--- src/rtl/mat_sram_loader_pkg.sv ---
// Shared definitions for the weight/vector SRAM fill path.
// Holds array geometry, SRAM depth/address width, the loader state encoding
// and the job-length clamp used when a job is started.
package mat_sram_loader_pkg;

  localparam int ARRAY_SIZE      = 32;
  localparam int DATA_WIDTH      = 32;
  localparam int SRAM_DATA_WIDTH = ARRAY_SIZE * DATA_WIDTH;
  localparam int K_ACCUM_DEPTH   = 64;
  localparam int ADDR_W          = $clog2(K_ACCUM_DEPTH);
  // Row counts need one extra bit so that K_ACCUM_DEPTH itself is representable.
  localparam int ROW_W           = ADDR_W + 1;
  localparam int WIDX_W          = $clog2(ARRAY_SIZE);

  typedef enum logic [1:0] {
    IDLE   = 2'd0,
    LOAD_W = 2'd1,
    LOAD_V = 2'd2,
    DONE   = 2'd3
  } load_state_e;

  // A zero or oversized request means "fill the whole SRAM".
  function automatic logic [ROW_W-1:0] clamp_rows(input logic [ROW_W-1:0] cfg);
    logic [ROW_W-1:0] r;
    if ((cfg == '0) || (cfg > ROW_W'(K_ACCUM_DEPTH))) r = ROW_W'(K_ACCUM_DEPTH);
    else                                               r = cfg;
    return r;
  endfunction

endpackage

--- src/rtl/mat_sram_loader_word_row_packer.sv ---
// Packs consecutive stream words into one weight SRAM row.
// Ports:
//   clk, srstn   clock, asynchronous active-low reset
//   clr          drop the partial row and restart at word 0 (abort / new job)
//   push         a word is accepted this cycle
//   word         accepted word
//   row_last     combinational: this push completes a row
//   row_data     registered copy of the last completed row (holds between rows)
module word_row_packer
  import mat_sram_loader_pkg::*;
(
  input  logic                       clk,
  input  logic                       srstn,
  input  logic                       clr,
  input  logic                       push,
  input  logic [DATA_WIDTH-1:0]      word,
  output logic                       row_last,
  output logic [SRAM_DATA_WIDTH-1:0] row_data
);

  logic [WIDX_W-1:0]          idx_q,  idx_d;
  logic [SRAM_DATA_WIDTH-1:0] pack_q, pack_d;
  logic [SRAM_DATA_WIDTH-1:0] row_q,  row_d;

  assign row_last = push && (idx_q == WIDX_W'(ARRAY_SIZE - 1));
  assign row_data = row_q;

  always_comb begin
    idx_d  = idx_q;
    pack_d = pack_q;
    row_d  = row_q;
    if (clr) begin
      // Clear also blocks the row copy, so an aborted final word never
      // reaches the write data register.
      idx_d  = '0;
      pack_d = '0;
    end else if (push) begin
      if (row_last) begin
        // The last word bypasses the pack register straight into the row copy.
        row_d = pack_q;
        row_d[(ARRAY_SIZE-1)*DATA_WIDTH +: DATA_WIDTH] = word;
        idx_d  = '0;
        pack_d = '0;
      end else begin
        pack_d[idx_q*DATA_WIDTH +: DATA_WIDTH] = word;
        idx_d = idx_q + WIDX_W'(1);
      end
    end
  end

  always_ff @(posedge clk or negedge srstn) begin
    if (!srstn) begin
      idx_q  <= '0;
      pack_q <= '0;
      row_q  <= '0;
    end else begin
      idx_q  <= idx_d;
      pack_q <= pack_d;
      row_q  <= row_d;
    end
  end

endmodule

--- src/rtl/mat_sram_loader.sv ---
// Fill stage for the PE array: takes a valid/ready word stream, writes
// rows_q packed weight rows into the weight SRAM, then rows_q words into
// the vector SRAM, and pulses load_done when the job is complete.
// Ports:
//   clk, srstn                 clock, asynchronous active-low reset
//   load_start, cfg_rows       start a job of cfg_rows rows (IDLE only)
//   load_abort                 synchronous cancel of the current job
//   s_valid, s_data, s_ready   input word stream
//   w_csb/w_wsb/w_waddr/w_wdata  weight SRAM write port (strobes active low)
//   v_csb/v_wsb/v_waddr/v_wdata  vector SRAM write port (strobes active low)
//   busy                       job in progress
//   load_done                  one-cycle completion pulse
module mat_sram_loader
  import mat_sram_loader_pkg::*;
(
  input  logic                       clk,
  input  logic                       srstn,
  input  logic                       load_start,
  input  logic [ADDR_W:0]            cfg_rows,
  input  logic                       load_abort,
  input  logic                       s_valid,
  input  logic [DATA_WIDTH-1:0]      s_data,
  output logic                       s_ready,
  output logic                       w_csb,
  output logic                       w_wsb,
  output logic [ADDR_W-1:0]          w_waddr,
  output logic [SRAM_DATA_WIDTH-1:0] w_wdata,
  output logic                       v_csb,
  output logic                       v_wsb,
  output logic [ADDR_W-1:0]          v_waddr,
  output logic [DATA_WIDTH-1:0]      v_wdata,
  output logic                       busy,
  output logic                       load_done
);

  load_state_e           state_q, state_d;
  logic [ROW_W-1:0]      rows_q, rows_d;
  logic [ROW_W-1:0]      w_row_q, w_row_d;
  logic [ROW_W-1:0]      v_cnt_q, v_cnt_d;
  logic                  w_wr_q, w_wr_d;
  logic [ADDR_W-1:0]     w_waddr_q, w_waddr_d;
  logic                  v_wr_q, v_wr_d;
  logic [ADDR_W-1:0]     v_waddr_q, v_waddr_d;
  logic [DATA_WIDTH-1:0] v_wdata_q, v_wdata_d;
  logic                  load_done_q, load_done_d;

  logic                  accept;
  logic                  job_start;
  logic                  pk_clr;
  logic                  pk_push;
  logic                  row_last;
  logic [ROW_W-1:0]      w_row_inc;
  logic [ROW_W-1:0]      v_cnt_inc;

  assign s_ready   = (state_q == LOAD_W) || (state_q == LOAD_V);
  assign busy      = (state_q != IDLE);
  assign accept    = s_valid && s_ready;
  assign job_start = (state_q == IDLE) && load_start && !load_abort;
  assign pk_clr    = load_abort || job_start;
  assign pk_push   = accept && (state_q == LOAD_W);
  assign w_row_inc = w_row_q + ROW_W'(1);
  assign v_cnt_inc = v_cnt_q + ROW_W'(1);

  word_row_packer u_packer (
    .clk      (clk),
    .srstn    (srstn),
    .clr      (pk_clr),
    .push     (pk_push),
    .word     (s_data),
    .row_last (row_last),
    .row_data (w_wdata)
  );

  always_comb begin
    state_d     = state_q;
    rows_d      = rows_q;
    w_row_d     = w_row_q;
    v_cnt_d     = v_cnt_q;
    w_wr_d      = 1'b0;
    w_waddr_d   = w_waddr_q;
    v_wr_d      = 1'b0;
    v_waddr_d   = v_waddr_q;
    v_wdata_d   = v_wdata_q;
    load_done_d = 1'b0;

    unique case (state_q)
      IDLE: begin
        if (job_start) begin
          rows_d  = clamp_rows(cfg_rows);
          w_row_d = '0;
          v_cnt_d = '0;
          state_d = LOAD_W;
        end
      end
      LOAD_W: begin
        if (row_last) begin
          w_wr_d    = 1'b1;
          w_waddr_d = w_row_q[ADDR_W-1:0];
          w_row_d   = w_row_inc;
          if (w_row_inc == rows_q) state_d = LOAD_V;
        end
      end
      LOAD_V: begin
        if (accept) begin
          v_wr_d    = 1'b1;
          v_waddr_d = v_cnt_q[ADDR_W-1:0];
          v_wdata_d = s_data;
          v_cnt_d   = v_cnt_inc;
          if (v_cnt_inc == rows_q) state_d = DONE;
        end
      end
      DONE: begin
        load_done_d = 1'b1;
        state_d     = IDLE;
      end
      default: state_d = IDLE;
    endcase

    // Abort discards any write this cycle's acceptance would have scheduled;
    // write ports keep presenting the previous address/data.
    if (load_abort && (state_q != IDLE)) begin
      state_d     = IDLE;
      w_wr_d      = 1'b0;
      w_waddr_d   = w_waddr_q;
      v_wr_d      = 1'b0;
      v_waddr_d   = v_waddr_q;
      v_wdata_d   = v_wdata_q;
      load_done_d = 1'b0;
    end
  end

  always_ff @(posedge clk or negedge srstn) begin
    if (!srstn) begin
      state_q     <= IDLE;
      rows_q      <= '0;
      w_row_q     <= '0;
      v_cnt_q     <= '0;
      w_wr_q      <= 1'b0;
      w_waddr_q   <= '0;
      v_wr_q      <= 1'b0;
      v_waddr_q   <= '0;
      v_wdata_q   <= '0;
      load_done_q <= 1'b0;
    end else begin
      state_q     <= state_d;
      rows_q      <= rows_d;
      w_row_q     <= w_row_d;
      v_cnt_q     <= v_cnt_d;
      w_wr_q      <= w_wr_d;
      w_waddr_q   <= w_waddr_d;
      v_wr_q      <= v_wr_d;
      v_waddr_q   <= v_waddr_d;
      v_wdata_q   <= v_wdata_d;
      load_done_q <= load_done_d;
    end
  end

  assign w_csb     = ~w_wr_q;
  assign w_wsb     = ~w_wr_q;
  assign w_waddr   = w_waddr_q;
  assign v_csb     = ~v_wr_q;
  assign v_wsb     = ~v_wr_q;
  assign v_waddr   = v_waddr_q;
  assign v_wdata   = v_wdata_q;
  assign load_done = load_done_q;

endmodule

--- config.mk ---
export PLATFORM = sky130hd
export DESIGN_NAME = mat_sram_loader
export DESIGN_NICKNAME = d
export VERILOG_FILES = /design/src/rtl/mat_sram_loader_pkg.sv /design/src/rtl/mat_sram_loader_word_row_packer.sv /design/src/rtl/mat_sram_loader.sv
export SDC_FILE = /design/constraint.sdc
export NUM_CORES = 2
export LEC_CHECK = 0
export ABC_AREA = 1
export CORE_MARGIN = 4
export CORE_UTILIZATION = 45
export DETAILED_ROUTE_END_ITERATION = 8
export PLACE_DENSITY_LB_ADDON = 0.15
export SETUP_SLACK_MARGIN = 0.15
export SLEW_MARGIN = 5
export SYNTH_ARGS = -nofsm -noshare
export SYNTH_HDL_FRONTEND = slang
export SYNTH_SLANG_ARGS = --single-unit
--- constraint.sdc ---
create_clock -name clk -period 3.3 [get_ports clk]
set_input_delay 0.66 -clock clk [delete_from_list [all_inputs] [get_ports clk]]
set_output_delay 0.66 -clock clk [all_outputs]
set_load 0.02 [all_outputs]
# Yosys cells after proc, flatten, opt, wreduce, memory -nomap -nowiden
# Index checks and enable logic that the tools add are counted.
word_totals:
  ff_bits: 2123
  latchBits: 0
  ram_bits: 0
  rom_bits: 0
  in_bits: 44
  wordCells: 89
  memories: 0
op_classes:
  addsub: 4
  n_mul: 0
  div_mod_pow: 0
  magnitude_cmp: 1
  n_eq_ne: 14
  shift: 2
  n_mux: 28
  bitwise_logic: 4
  reduce_logical: 23
ops:
  columns: ["op", "n"]
  rows:
  - ["two-way mux 1024 bit", 3]
  - ["bitwise mux 1024 bit", 1]
  - ["variable shift 32 x 34 -> 1024 bit, first input constant", 1]
  - ["variable part select 32 x 34 -> 1024 bit", 1]
  - ["negation 10 -> 34 bit", 1]
  - ["two-way mux 7 bit", 4]
  - ["one-hot mux 7 bit (2 select lines)", 2]
  - ["two-way mux 5 bit", 3]
  - ["AND reduction 3 bit", 5]
  - ["adder 7 x 1 -> 7 bit, second input constant", 2]
  - ["equality test 7 bit", 2]
  - ["two-way mux 2 bit", 6]
  - ["!= test 3 x 2 -> 1 bit, second input constant", 3]
  - ["two-way mux 1 bit", 8]
  - ["one-hot mux 2 bit (4 select lines)", 1]
  - ["nonzero test 2 bit", 4]
  - ["greater-than comparator 7 bit, second input constant", 1]
  - ["zero test 7 bit", 1]
  - ["logical AND 1 bit", 6]
  - ["!= test 2 bit, second input constant", 3]
  - ["!= test 3 x 1 -> 1 bit, second input constant", 2]
  - ["adder 5 x 1 -> 5 bit, second input constant", 1]
  - ["equality test 5 bit, second input constant", 1]
  - ["AND reduction 5 bit", 1]
  - ["7 further kinds", 13]

# Longest topological paths before layout
depth:
  depth_word: 8
  ltp_mapped: 17

# Modules after synthesis
# Synthesis repeated with hierarchy kept, for this count alone.
hier_totals:
  cells_unflattened: 7815
  area_unflattened_um2: 85015.3
modules_own_cells:
  columns: ["module", "instances", "cells_per_inst", "area_each_um2", "seq_area_each_um2"]
  rows:
  - ["word_row_packer", 1, 7470, 81704.6, 50573.5]
  - ["mat_sram_loader", 1, 345, 3310.7, 1751.7]

# Worst setup path before layout
# Ideal clock, no wire load.
synth_timing:
  path_kind: "register to register"
  startpoint: "reg u_packer.idx_q[0]"
  endpoint: "reg u_packer.pack_q[950]"
  setup_time_ns: 0.133
  t_arrival_ns: 2.968
  slack_ns: 0.200
  path_stages_with_launch: 16
  path_buffers: 4
  path_cell_list: "dfrtp_1 > inv_2 > buf_2 > buf_1 > ha_1 > nand2_1 > nor2_2 > ha_1 > buf_2 > inv_1 > nand3_1 > nor2_2 > nand2_2 > nand2_1 > buf_2 > o22ai_1"
synth_between:
  elab_chain_cells: 6
  word_cells_on_any_way: 9
  cone_classes: "1 x add/sub; 1 x eq/ne; 2 x shift; 4 x mux; 1 x reduce/logical"
synth_lines:
  columns: ["item", "line_no", "source"]
  rows:
  - ["from (decl)", "mat_sram_loader_word_row_packer.sv:21", "logic [WIDX_W-1:0] idx_q, idx_d;"]
  - ["from (signal assigned)", "mat_sram_loader_word_row_packer.sv:57", "idx_q <= idx_d;"]
  - ["negation 10 -> 34 bit", "mat_sram_loader_word_row_packer.sv:45", "pack_d[idx_q*DATA_WIDTH +: DATA_WIDTH] = word;"]
  - ["variable part select 32 x 34 -> 1024 bit / variable shift 32 x 34 -> 1024 bit (equally long branches)", "mat_sram_loader_word_row_packer.sv:45", null]
  - ["bitwise mux 1024 bit", "mat_sram_loader_word_row_packer.sv:45", null]
  - ["two-way mux 1024 bit (*)", "mat_sram_loader_word_row_packer.sv:38", "if (row_last) begin"]
  - ["two-way mux 1024 bit (*)", "mat_sram_loader_word_row_packer.sv:37", "end else if (push) begin"]
  - ["two-way mux 1024 bit (*)", "mat_sram_loader_word_row_packer.sv:32", "if (clr) begin"]
  - ["to (signal assigned)", "mat_sram_loader_word_row_packer.sv:58", "pack_q <= pack_d;"]
  - ["to (decl)", "mat_sram_loader_word_row_packer.sv:22", "logic [SRAM_DATA_WIDTH-1:0] pack_q, pack_d;"]
# Mark *: on every way between the ends. The rest lies on a longest branch, timed or not. The select of a mux whose other input is x is not followed.
# A chain may end at the register's enable or synchronous reset.

# Worst setup path in the final report
layout_timing:
  startpoint: "reg state_q[0]"
  endpoint: "out s_ready"
layout_between:
  elab_chain_cells: 2
  word_cells_on_any_way: 3
  cone_classes: "2 x eq/ne; 1 x reduce/logical"
layout_lines:
  columns: ["item", "line_no", "source"]
  rows:
  - ["from (decl)", "mat_sram_loader.sv:36", "load_state_e state_q, state_d;"]
  - ["from (signal assigned)", "mat_sram_loader.sv:145", "state_q <= state_d;"]
  - ["equality test 2 x 1 -> 1 bit / equality test 2 bit (equally long branches)", "mat_sram_loader.sv:55", "assign s_ready = (state_q == LOAD_W) || (state_q == LOAD_V);"]
  - ["logical OR 1 bit (*)", "mat_sram_loader.sv:55", null]
  - ["to (decl)", "mat_sram_loader.sv:23", "output logic s_ready,"]
# Mark *: on every way between the ends. The rest lies on a longest branch, timed or not.

==> impl_metrics.json <==
{
  "die-width_um": 439,
  "drtIter0Drc": 6043,
  "vias": 64588,
  "grt_max_degree": 119,
  "finalHoldWorstSlack_ns": 0.352,
  "placement_rows": 157,
  "setup_violations": 0,
  "synth_nets": 7709,
  "run_status": "complete, no violations",
  "finish.cell_count_without_fillers": 11583,
  "maxSlewViolCount": 0,
  "total_power_mw": 59.0,
  "fmax_mhz": 336,
  "gr-usage-met2_pct": 48.9,
  "finalCritPeriodShare_pct": 90.2,
  "finalNetCount": 8986,
  "die_area_um2": 192000,
  "post-route-min-period_ns": 2.98,
  "synth_async_sr_flop_share_pct": 100,
  "gp_congestion": 0.893,
  "drt_pass1_iterations": 8,
  "max_cap_viol_count": 0,
  "remaining_drc_errors": 0,
  "comb_power_share_pct": 12.1,
  "cp_data_required_time_ns": 2.64,
  "grt_use_met1_pct": 40.9,
  "clk_path_buf_depth": 3,
  "most_frequently_used_cell_type_in_the_post_synthesis_netlist": "sky130_fd_sc_hd__dfrtp_1",
  "power.ir.vdd_worst_mv": 0.488,
  "edff_count_synth": 0,
  "grt-ovfl-total": 0,
  "synth.top_cells.by_area": "sky130_fd_sc_hd__dfrtp_1 (63%), sky130_fd_sc_hd__mux2_2 (12%), sky130_fd_sc_hd__nand2_1 (5.8%)",
  "worstSkewPairLatency_ns": 0.89,
  "final.fill_count": 15214,
  "dp_hpwl_mm": 223,
  "clkTransAtPathRegs_ns": 0.06,
  "area_delta_synth_final_pct": 30.3,
  "synthesis.yosys.warnings": 0,
  "ant_nets": 0,
  "synth_top_area_share_pct": 62.7,
  "tritoncts_clock_tree": "yes",
  "synthFlopType": "sky130_fd_sc_hd__dfrtp_1",
  "p_per_area_nw_per_um2": 543,
  "io_buffer_count": 1118,
  "worst_ep_arrival_time_ns": 2.32,
  "critPathKind": "reg2out",
  "clock_sinks": 2091,
  "power.sequential.fraction_pct": 44.7,
  "cts-htree-levels": 4,
  "cell_internal_pwr_mw": 42.8,
  "via_per_inst": 5.58,
  "synth-seq-cells": 2091,
  "route.final.wire_length_mm": 310,
  "synth_cell_type_count": 44,
  "rsz_0062_raised_after_global_routing": "no",
  "setup.worst_path.start_class": "register",
  "postSynthAreaPerCell_um2": 10.9,
  "leakage_nw": 52.1,
  "global_route.usage.total_pct": 31.7,
  "critical_path_peak_fanout": 4,
  "die_h_um": 439,
  "hold_violations": 0,
  "seq_area_frac_synth_pct": 62.7,
  "wire_per_inst_um": 26.8,
  "final_layout_size_suffix_gt1_share_pct": 20.3,
  "initial_core_util_pct": 45.4,
  "cts_buffers": 215,
  "number_of_global_route_vias_before_repair": 64551,
  "grt_peak_use_layer": "met2",
  "worst_pin_slew_ns": 0.952,
  "slew_limit_headroom_pct": 36.4,
  "yosys-top-cells-count": "sky130_fd_sc_hd__dfrtp_1 (2091), sky130_fd_sc_hd__nand2_1 (1296), sky130_fd_sc_hd__nand3_1 (949)",
  "clock-root-buffer": "sky130_fd_sc_hd__clkbuf_16",
  "floorplan.io_pins": 1119,
  "groute.layer.met3.usage_pct": 6.33,
  "clock-skew-final_ns": 0.0480,
  "synth_top_cell_by_area": "sky130_fd_sc_hd__dfrtp_1",
  "net-switching-power_mw": 16.2,
  "endpoint_type_of_the_worst_setup_path": "primary output",
  "antenna_found_initial": 7,
  "post_syn_area_um2": 83400,
  "switching_share_of_power_pct": 27.5,
  "share_clk_of_total_power_pct": 43.2,
  "grt_first_pass_wirelength_mm": 450,
  "core_area_um2": 184000,
  "postSynthCellCount": 7655,
  "dp_cells": 11168,
  "finish.utilization_pct": 59.2,
  "hold_path.class": "in2async"
}
-- worst max-delay path: stages (launching register included) --
cell                              delay [ns]
sky130_fd_sc_hd__dfrtp_1                0.39
sky130_fd_sc_hd__inv_1                  0.08
sky130_fd_sc_hd__ha_1                   0.32
sky130_fd_sc_hd__clkdlybuf4s50_1        0.65
-- cells in the final DEF, fill, tap and decap left out, types with 6 or more instances in the layout --
| cell | netlist | routed |
|---|---|---|
| sky130_fd_sc_hd__a21oi_1 | 120 | 120 |
| sky130_fd_sc_hd__buf_12 | 0 | 158 |
| sky130_fd_sc_hd__buf_4 | 7 | 319 |
| sky130_fd_sc_hd__bufinv_16 | 0 | 18 |
| sky130_fd_sc_hd__clkbuf_1 | 282 | 31 |
| sky130_fd_sc_hd__clkbuf_16 | 0 | 216 |
| sky130_fd_sc_hd__clkbuf_8 | 0 | 56 |
| sky130_fd_sc_hd__clkdlybuf4s50_1 | 0 | 1116 |
| sky130_fd_sc_hd__clkinv_2 | 0 | 61 |
| sky130_fd_sc_hd__dfrtp_1 | 2091 | 2091 |
| sky130_fd_sc_hd__ha_1 | 10 | 8 |
| sky130_fd_sc_hd__inv_1 | 390 | 389 |
| sky130_fd_sc_hd__inv_2 | 32 | 21 |
| sky130_fd_sc_hd__inv_4 | 0 | 7 |
| sky130_fd_sc_hd__mux2_2 | 911 | 911 |
| sky130_fd_sc_hd__nand2_1 | 1296 | 1290 |
| sky130_fd_sc_hd__nand2_2 | 3 | 8 |
| sky130_fd_sc_hd__nand3_1 | 949 | 945 |
| sky130_fd_sc_hd__nand3_2 | 6 | 10 |
| sky130_fd_sc_hd__nand4_1 | 67 | 67 |
| sky130_fd_sc_hd__nor2_1 | 472 | 467 |
| sky130_fd_sc_hd__nor2_2 | 10 | 9 |
| sky130_fd_sc_hd__nor2_4 | 3 | 10 |
| sky130_fd_sc_hd__nor3_1 | 96 | 96 |
| sky130_fd_sc_hd__nor3_4 | 2 | 6 |
| sky130_fd_sc_hd__nor4_1 | 33 | 32 |
| sky130_fd_sc_hd__o2111ai_1 | 37 | 37 |
| sky130_fd_sc_hd__o211ai_1 | 19 | 19 |
| sky130_fd_sc_hd__o21ai_0 | 395 | 395 |
| sky130_fd_sc_hd__o21ai_1 | 78 | 78 |
| sky130_fd_sc_hd__o22ai_1 | 63 | 63 |
| sky130_fd_sc_hd__o31ai_1 | 11 | 11 |
-- sequential cells by signal, indices dropped and copies added (netlist names) --
signal,cells
u_packer.row_data,1024
u_packer.pack_q,992
v_wdata,32
rows_q,7
v_cnt_q,7
w_row_q,7
v_waddr,6
w_waddr,6
u_packer.idx_q,5
state_q,2
load_done,1
v_wr_q,1
w_wr_q,1
-- final timing paths --
kind                                      start                     end  cells after the start  slack (ns)
max in group asynchronous                 srstn  u_packer.row_data[755]                      3        1.54
setup / recovery                     state_q[0]                 s_ready                      3        0.32
setup reg to reg              u_packer.idx_q[0]    u_packer.pack_q[768]                     13        0.34
hold / removal                            srstn  u_packer.row_data[376]                      2        0.35
hold reg to reg            u_packer.pack_q[642]  u_packer.row_data[642]                      1        0.47
min in group clk                    cfg_rows[0]               rows_q[0]                      3        0.41
-- layout make-up --
cell class,count,area (um2),area share (%)
tap,2464,3080,2.84
antenna,3,7.51,0.00691
multi-input combinational,4604,27400,25.2
clock inverter,98,1190,1.09
timing repair buffer,1597,16800,15.4
clock buffer,303,6290,5.79
sequential,2091,52300,48.1
inverter,423,1630,1.50
-- power by group through the flow --
stage          logic (mW)  clock network [mW]  registers [mW]
2_1_floorplan        3.08                   0            27.0
3_3_place_gp         7.01                   0            26.9
3_5_place_dp         7.07                   0            26.9
4_1_cts              7.09                25.8            26.4
5_1_grt              7.61                26.9            26.5
6_report             7.13                25.5            26.4
-- per-layer routing --
layer,vias up,routed length (um)
li1,28221,-
met1,32964,123000
met4,6,23800
met3,676,21400
met5,-,43
met2,2721,142000
-- kinds of logic (layout without fill, tap and decap cells) --
logic type               count (synthesis)  count (layout)  synth area share [%]
AND/OR/NAND/NOR                       2947            2948                  15.4
flip-flops                            2091            2091                  62.7
buffers and inverters                  961            2421                  4.64
multiplexers                           912             912                  12.3
AO/OA/AOI/OAI                          727             727                  4.73
adder cells (fa/ha/maj)                 10              10                 0.150
XOR/XNOR                                 7               7                0.0825
other                                    0               3                     0
-- through the flow --
stage | worst slack, ns | setup TNS, ns | area, um2
2_1_floorplan | 0.200 | 0 | 83400
3_3_place_gp | -0.213 | -10.93 | 101000
3_5_place_dp | -0.267 | -25.96 | 101000
4_1_cts | 0.157 | 0 | 109000
5_1_grt | 0.148 | 0 | 109000
6_report | 0.324 | 0 | 109000
-- repair_timing --
action	CTS	global route
pin swaps	0	3
setup endpoints to repair	220	375
gates cloned	0	1
endpoints found under the hold margin	49	0
buffers inserted	0	9
gates resized for setup	9	9
hold buffers	1	0
No activity file was read; power rests on OpenSTA's default activity.
